===== src/rtl/vmem_pkg.sv =====
// Shared types for the vector-memory issue controller: FSM state encoding and stats counter width.
// NCORES falls back to 4 when the build does not define it.
`ifndef NCORES
`define NCORES 4
`endif

package vmem_pkg;

    typedef enum logic [1:0] {
        IDLE      = 2'd0,
        ISSUE     = 2'd1,
        WAIT_RESP = 2'd2
    } vmem_state_e;

    localparam int STATS_CNT_W = 32;

endpackage


===== src/rtl/vmem_issue_ctrl_arbiter.sv =====
// Round-robin selector: picks the first valid requester at or after rr_ptr_i, wrapping cyclically.
module single_issue_arbiter #(
    parameter  int NCORES = 4,
    localparam int IDXW   = $clog2(NCORES)
) (
    input  logic [IDXW-1:0]   rr_ptr_i,
    input  logic [NCORES-1:0] req_valid_i,
    output logic              valid_o,
    output logic [IDXW-1:0]   selector_o
);

    // Walk offsets from farthest to nearest so the nearest valid requester is the one left standing.
    always_comb begin
        valid_o    = 1'b0;
        selector_o = '0;
        for (int off = NCORES - 1; off >= 0; off--) begin
            int idx;
            idx = int'(rr_ptr_i) + off;
            if (idx >= NCORES) begin
                idx = idx - NCORES;
            end
            if (req_valid_i[idx]) begin
                valid_o    = 1'b1;
                selector_o = IDXW'(idx);
            end
        end
    end

endmodule


===== src/rtl/vmem_issue_ctrl.sv =====
// Single-outstanding memory issue controller arbitrating NCORES cores onto one memory port.
// Define VMEM_ISSUE_STATS_EN to add per-core grant counters on grant_count_o.
module vmem_issue_ctrl
    import vmem_pkg::*;
#(
    parameter int NCORES     = `NCORES,
    parameter int ADDR_WIDTH = 32,
    parameter int DATA_WIDTH = 32
) (
    input  logic                             clk_i,
    input  logic                             rst_ni,
    input  logic [NCORES-1:0]                core_req_valid_i,
    input  logic [NCORES*ADDR_WIDTH-1:0]     core_req_addr_i,
    input  logic [NCORES-1:0]                core_req_we_i,
    input  logic [NCORES*DATA_WIDTH-1:0]     core_req_wdata_i,
    input  logic [NCORES*DATA_WIDTH/8-1:0]   core_req_wstrb_i,
    output logic [NCORES-1:0]                core_req_ready_o,
    output logic [NCORES-1:0]                core_resp_valid_o,
    output logic [DATA_WIDTH-1:0]            core_resp_rdata_o,
    output logic                             mem_req_valid_o,
    input  logic                             mem_req_ready_i,
    output logic [ADDR_WIDTH-1:0]            mem_req_addr_o,
    output logic                             mem_req_we_o,
    output logic [DATA_WIDTH-1:0]            mem_req_wdata_o,
    output logic [DATA_WIDTH/8-1:0]          mem_req_wstrb_o,
    input  logic                             mem_resp_valid_i,
    input  logic [DATA_WIDTH-1:0]            mem_resp_rdata_i
`ifdef VMEM_ISSUE_STATS_EN
    ,
    output logic [NCORES*STATS_CNT_W-1:0]    grant_count_o
`endif
);

    localparam int IDXW  = $clog2(NCORES);
    localparam int STRBW = DATA_WIDTH / 8;

    vmem_state_e            state_q, state_d;
    logic [IDXW-1:0]        rr_ptr_q, rr_ptr_d;
    logic [IDXW-1:0]        grant_q, grant_d;
    logic [ADDR_WIDTH-1:0]  addr_q, addr_d;
    logic                   we_q, we_d;
    logic [DATA_WIDTH-1:0]  wdata_q, wdata_d;
    logic [STRBW-1:0]       wstrb_q, wstrb_d;

    logic                   arb_valid;
    logic [IDXW-1:0]        arb_sel;
    logic                   accept;

    single_issue_arbiter #(
        .NCORES(NCORES)
    ) u_arb (
        .rr_ptr_i   (rr_ptr_q),
        .req_valid_i(core_req_valid_i),
        .valid_o    (arb_valid),
        .selector_o (arb_sel)
    );

    always_comb begin
        state_d           = state_q;
        rr_ptr_d          = rr_ptr_q;
        grant_d           = grant_q;
        addr_d            = addr_q;
        we_d              = we_q;
        wdata_d           = wdata_q;
        wstrb_d           = wstrb_q;
        accept            = 1'b0;
        mem_req_valid_o   = 1'b0;
        core_req_ready_o  = '0;
        core_resp_valid_o = '0;
        core_resp_rdata_o = '0;
        unique case (state_q)
            IDLE: begin
                if (arb_valid) begin
                    grant_d = arb_sel;
                    for (int i = 0; i < NCORES; i++) begin
                        if (arb_sel == IDXW'(i)) begin
                            addr_d  = core_req_addr_i[i*ADDR_WIDTH +: ADDR_WIDTH];
                            we_d    = core_req_we_i[i];
                            wdata_d = core_req_wdata_i[i*DATA_WIDTH +: DATA_WIDTH];
                            wstrb_d = core_req_wstrb_i[i*STRBW +: STRBW];
                        end
                    end
                    state_d = ISSUE;
                end
            end
            ISSUE: begin
                mem_req_valid_o = 1'b1;
                if (mem_req_ready_i) begin
                    accept                    = 1'b1;
                    core_req_ready_o[grant_q] = 1'b1;
                    // Explicit wrap so non-power-of-two core counts never point past the last core.
                    rr_ptr_d = (grant_q == IDXW'(NCORES - 1)) ? '0 : grant_q + IDXW'(1);
                    state_d  = WAIT_RESP;
                end
            end
            WAIT_RESP: begin
                if (mem_resp_valid_i) begin
                    core_resp_valid_o[grant_q] = 1'b1;
                    core_resp_rdata_o          = mem_resp_rdata_i;
                    state_d                    = IDLE;
                end
            end
            default: state_d = IDLE;
        endcase
    end

    always_ff @(posedge clk_i or negedge rst_ni) begin
        if (!rst_ni) begin
            state_q  <= IDLE;
            rr_ptr_q <= '0;
            grant_q  <= '0;
            addr_q   <= '0;
            we_q     <= 1'b0;
            wdata_q  <= '0;
            wstrb_q  <= '0;
        end else begin
            state_q  <= state_d;
            rr_ptr_q <= rr_ptr_d;
            grant_q  <= grant_d;
            addr_q   <= addr_d;
            we_q     <= we_d;
            wdata_q  <= wdata_d;
            wstrb_q  <= wstrb_d;
        end
    end

    assign mem_req_addr_o  = addr_q;
    assign mem_req_we_o    = we_q;
    assign mem_req_wdata_o = wdata_q;
    assign mem_req_wstrb_o = wstrb_q;

`ifdef VMEM_ISSUE_STATS_EN
    logic [STATS_CNT_W-1:0] grant_cnt_q [NCORES];
    logic [STATS_CNT_W-1:0] grant_cnt_d [NCORES];

    // Counters bump on memory acceptance, not on the IDLE latch, and wrap naturally.
    always_comb begin
        for (int i = 0; i < NCORES; i++) begin
            grant_cnt_d[i] = grant_cnt_q[i];
            if (accept && (grant_q == IDXW'(i))) begin
                grant_cnt_d[i] = grant_cnt_q[i] + STATS_CNT_W'(1);
            end
        end
    end

    always_ff @(posedge clk_i or negedge rst_ni) begin
        if (!rst_ni) begin
            for (int i = 0; i < NCORES; i++) begin
                grant_cnt_q[i] <= '0;
            end
        end else begin
            for (int i = 0; i < NCORES; i++) begin
                grant_cnt_q[i] <= grant_cnt_d[i];
            end
        end
    end

    always_comb begin
        for (int i = 0; i < NCORES; i++) begin
            grant_count_o[i*STATS_CNT_W +: STATS_CNT_W] = grant_cnt_q[i];
        end
    end
`endif

endmodule


===== config.mk =====
export PLATFORM = sky130hd
export DESIGN_NAME = vmem_issue_ctrl
export DESIGN_NICKNAME = d
export VERILOG_FILES = /design/src/rtl/vmem_pkg.sv /design/src/rtl/vmem_issue_ctrl_arbiter.sv /design/src/rtl/vmem_issue_ctrl.sv
export SDC_FILE = /design/constraint.sdc
export NUM_CORES = 1
export LEC_CHECK = 0
export CORE_AREA = 3 3 163 165
export DETAILED_ROUTE_END_ITERATION = 8
export DIE_AREA = 0 0 166 168
export PLACE_DENSITY = 0.65
export SLEW_MARGIN = 20
export SYNTH_ARGS = -nofsm -noshare
export SYNTH_HDL_FRONTEND = slang
export SYNTH_SLANG_ARGS = --single-unit

===== constraint.sdc =====
create_clock -name clk_i -period 2.25 [get_ports clk_i]
set_clock_uncertainty 0.1 [all_clocks]
set_input_delay 0.45 -clock clk_i [delete_from_list [all_inputs] [get_ports clk_i]]
set_output_delay 0.45 -clock clk_i [all_outputs]
set_load 0.01 [all_outputs]

; ---- Yosys cells after proc, flatten, opt, wreduce, memory -nomap -nowiden
; Index checks and enable logic that the tools add are counted.
[totals]
register_bits = 75
output_inout_bits = 110
wordCells = 96
inputBits = 316
[classes]
order_cmp = 10
n_addsub = 8
reduce_logical = 8
mux = 54
eq_ne = 9
[ops]
columns = operator, count
row1 = $mux 32, 14
row2 = $lt 32x4->1 const B, 4
row3 = $ge 32x4->1 const B, 3
row4 = $sub 32x4->32 const B, 3
row5 = $mux 4, 8
row6 = $mux 1, 18
row7 = $mux 2, 8
row8 = $bmux 1 s2, 4
row9 = $eq 2x2->1 const B, 4
row10 = $add 2x2->3 const B, 2
row11 = $ne 2x2->1 const B, 3
row12 = $pmux 2 s3, 1
row13 = $reduce_and 3->1, 2
row14 = $eq 2x1->1 const B, 2
row15 = $logic_not 2->1, 2
row16 = $reduce_and 2->1, 2
row17 = $reduce_bool 4->1, 1
row18 = $sub 2x3->4 const B, 1
row19 = $add 2x1->3 const B, 1
row20 = $ge 2x3->1 const B, 1
row21 = $lt 2x3->1 const B, 1
row22 = $add 2x1->2 const B, 1
row23 = $demux 1 s2, 1
row24 = $ge 2x1->1 const B, 1
row25 = $logic_and 1x1->1, 1

; ---- Longest topological paths before layout
[logic_depth]
depth_word = 15
depth_mapped = 7
depth_no_buf = 4

; ---- Modules after synthesis
; A second synthesis with hierarchy kept.
[unflattened]
hier_cells = 314
area_unflattened_um2 = 5083.6
[modules_own_cells]
columns = mod, cells_per_inst, area_each_um2, instances, seq_area_each_um2
row1 = vmem_issue_ctrl, 301, 5006.1, 1, 1876.8
row2 = single_issue_arbiter, 13, 77.6, 1, 0.0

; ---- Worst setup path after synthesis
; Ideal clock, no wire load.
[synth_timing]
path_kind = input -> register
startpoint = input core_req_valid_i[1]
endpoint = register addr_q[0], in the netlist mem_req_addr_o[0]
arrival_time_ns = 1.747
path_slack_ns = 0.270
t_required_ns = 2.017
path_buffers = 2
cell_stages = 6
setup_time_ns = 0.133
path_cell_list = or3b_2 o221ai_2 buf_6 buf_2 mux2i_1 o221ai_2
[synth_via]
elab_chain_cells = 11
elab_cells_between_ends = 29
classes_between = eq/ne (3) / mux (23) / reduce/logical (3)
[synth_lines]
columns = item, line
row1 = start: declaration, vmem_issue_ctrl.sv:12  ; input logic [NCORES-1:0] core_req_valid_i,
row2 = $bmux 1 s2, vmem_issue_ctrl_arbiter.sv:22  ; if (req_valid_i[idx]) begin
row3 = $mux 1 (not written as such) (2 in series), vmem_issue_ctrl_arbiter.sv:22
row4 = $mux 2 (4 in series), vmem_issue_ctrl_arbiter.sv:22
row5 = $eq 2x1->1, vmem_issue_ctrl.sv:76  ; if (arb_sel == IDXW'(i)) begin
row6 = $mux 32 (3 in series), vmem_issue_ctrl.sv:76
row7 = end signal: assignment, vmem_issue_ctrl.sv:120  ; addr_q <= addr_d;
row8 = end: declaration, vmem_issue_ctrl.sv:40  ; logic [ADDR_WIDTH-1:0] addr_q, addr_d;
; Several ways; a longest one is shown, not always the timed one. The select of a mux whose other input is x is not followed.
; A chain may end at the register's enable or synchronous reset.

; ---- Worst setup path in the final report
[layout_timing]
startpoint = register state_q[0]
endpoint = output core_resp_rdata_o[22]
[layout_via]
elab_chain_cells = 2
[layout_lines]
columns = item, line
row1 = start: declaration, vmem_issue_ctrl.sv:37  ; vmem_state_e state_q, state_d;
row2 = start signal: assignment, vmem_issue_ctrl.sv:117  ; state_q <= state_d;
row3 = $eq 2x2->1, vmem_issue_ctrl.sv:71  ; unique case (state_q)
row4 = $mux 32, vmem_issue_ctrl.sv:71
row5 = end: declaration, vmem_issue_ctrl.sv:19  ; output logic [DATA_WIDTH-1:0] core_resp_rdata_o,
; No other way between the ends.

==> impl_metrics.py <==
metrics = {
    "detailed_routing": {
        "routed_via_density": 4.42,
        "wl_per_cell_microns": 19.5,
        "drt_pass1_iterations": 4,
        "drt_iter0_markers": 190,
        "drc_errors": 0,
        "antenna_left": 0,
        "routed_wl_microns": 24800,
        "num_vias": 5640,
    },
    "setup_path": {
        "crit_type": "flop to output pin",
        "slowest_stage": "dfrtp_1",
        "slowest_delay_ps": 380,
        "worstPathRequired_ps": 1700,
        "startpoint_type": "flop",
        "cp_data_arrival_time_ps": 1620,
        "critPathMaxFanout": 18,
        "cp-end-kind": "output pin",
        "crit_path_cell_trace": "nand2b_4 -> nor2_4 -> buf_4 -> buf_12 -> and2_1 -> dlygate4sd2_1",
    },
    "logic_synthesis": {
        "synth_edf_count": 0,
        "yosysUniqueCellTypes": 26,
        "syn_nets": 790,
        "synthArstFlopShare_pct": 100,
        "syn-instance-count": 470,
        "synth-seq-cells": 75,
        "yosys.area.top_type": "dfrtp_1",
        "netlist.area_leader.share_pct": 35.4,
        "avgSynthCellArea_sq_um": 11.3,
        "synthesis.area_sq_mm": 0.00531,
        "synthFlopType": "dfrtp_1",
        "synth_warnings": 0,
        "yosys-top-cells-area": "dfrtp_1 35%, mux2i_1 26%, o221ai_2 20%, nand2_1 5.4%, and2_1 4.4%",
        "ys_seq_area_share_pct": 35.4,
    },
    "timing": {
        "tightestPinTransition_ps": 450,
        "slew_headroom_pct": 69.8,
        "finalCritPeriodShare_pct": 96.5,
        "hold_slack_ps": 381,
        "hold_viol": 0,
        "fin_setup_tns_ps": 0,
        "fin_crit_ps": 2170,
        "setup_viol_count_final": 0,
        "drv_slew": 0,
        "max_freq_ghz": 0.460,
        "fin_ws_ps": 78.1,
    },
    "flow_run": {
        "drv_cap": 0,
    },
    "global_routing": {
        "antenna_found_initial": 0,
        "grt_pass1_wl_microns": 35000,
        "track_usage_pct": 15.9,
        "grt-ovfl-total": 0,
        "grt_max_degree": 38,
        "grt_pass1_vias": 5978,
    },
    "place": {
        "placed_cell_area_sq_mm": 0.0103,
        "dp_hpwl_microns": 18400,
        "io_buffers": 425,
        "place_congestion": 0.810,
        "place_ws_ps": -466,
        "dp.cells": 1237,
    },
    "clock_tree": {
        "h-tree-depth": 3,
        "clock_latency_ps": 330,
        "cts.clk_slew.worst_paths_ps": 60,
        "cts_root_buf": "clkbuf_16",
        "clockBufferDepth": 2,
        "numCtsBuffers": 9,
        "clock-sinks": 75,
        "cts_tree": "built",
    },
    "die": {
        "row_count": 58,
        "pin_count": 426,
        "die_h_microns": 168,
        "die_x_microns": 166,
        "core_sq_mm": 0.0252,
        "initial_core_util_pct": 21.1,
        "die_area_sq_mm": 0.0279,
    },
    "cells_and_area": {
        "finalNetCount": 1262,
        "fin_area_sq_mm": 0.0113,
        "fillCellCount": 2389,
        "stdcell_count": 1276,
        "final_cell_mix": "379 x clkdlybuf4s50_1, 96 x mux2i_1, 76 x nand2_1",
        "final_core_util_pct": 45.0,
        "diodes": 0,
        "layout-drive-gt1-share_pct": 24.4,
        "final_common_cell": "clkdlybuf4s50_1",
        "areaGrowthSynthToFinish_pct": 114,
    },
    "power_and_ir_drop": {
        "vdd_drop_max_mv": 0.501,
        "finalPower_mw": 12.0,
        "p_leak_nw": 4.88,
        "powerDensity_mw_per_mm2": 1060,
    },
    "outcome": {
        "status": "finished clean",
    },
    "hold_path": {
        "hold_path.class": "flop to flop",
    },
}
## layer usage
metal / global-route usage (%) / wire, microns
met1: 19.4 / 10300
met2: 27.8 / 12500
met3: 4.30 / 1670
met4: 4.16 / 359
met5: 0 / 0
## cells by family after synthesis
kind of cell	count (synthesis)	synth area share, %
AOI/OAI and AO/OA	79	20.9
muxes	139	26.2
buffers and inverters	45	5.12
and+or+nand+nor	128	11.5
DFF	75	35.4
adders and majority gates	4	0.943
## synth_stat cells (all sizes together) (2+ instances only)
cell	number
and2	37
and3	4
buf	31
clkbuf	10
dfrtp	75
ha	4
inv	4
mux2i	139
nand2	76
nand2b	2
nor2b	3
o21ai	4
o221ai	70
or3	2
## power breakdown
group,internal [mW],switching (mW),total (mW)
Combinational,4.44,3.52,7.96
Sequential,2.03,0.408,2.44
Clock,0.992,0.591,1.58
## critical path, delay by kind of cell (launching register included)
kind | cells | cell delay (ps)
AND/OR/NAND/NOR | 3 | 390
flip-flops | 1 | 380
buffers and inverters | 3 | 520
## worst paths after layout
check / start / endpoint / slack (ps) / depth (start not counted)
setup / recovery: state_q[0]$_DFFE_PN0P_ / core_resp_rdata_o[22] / 80 / 6
hold / removal: mem_req_wdata_o[7]$_DFFE_PN0P_ / mem_req_wdata_o[7]$_DFFE_PN0P_ / 380 / 2
setup reg to reg: rr_ptr_q[1]$_DFFE_PN0P_ / mem_req_addr_o[29]$_DFFE_PN0P_ / 110 / 8
hold reg to reg: mem_req_wdata_o[7]$_DFFE_PN0P_ / mem_req_wdata_o[7]$_DFFE_PN0P_ / 380 / 2
max in group asynchronous: rst_ni / state_q[1]$_DFFE_PN0P_ / 970 / 3
min in group asynchronous: rst_ni / mem_req_addr_o[11]$_DFFE_PN0P_ / 510 / 2
## area by class of cell
cell class | instances | area, sq um | share of cell area, %
Clock buffer | 10 | 239 | 2.11
Clock inverter | 5 | 77.6 | 0.684
Inverter | 4 | 15.0 | 0.132
Multi-Input combinational cell | 350 | 3520 | 31.0
Sequential cell | 75 | 1880 | 16.6
Tap cell | 330 | 413 | 3.64
Timing Repair Buffer | 502 | 5200 | 45.9
## repair_timing
item	CTS	global route
gates resized for setup	95	86
buffers inserted	3	8
cloned	3	9
hold buffers	1	0
endpoints found under the hold margin	28	0
pin swaps	1	4
setup endpoints to repair	42	100
## registers in the layout (all words and copies together) (netlist names)
name,count
grant_q,2
mem_req_addr_o,32
mem_req_wdata_o,32
mem_req_we_o,1
mem_req_wstrb_o,4
rr_ptr_q,2
state_q,2
No activity file was read; power rests on OpenSTA's default activity.
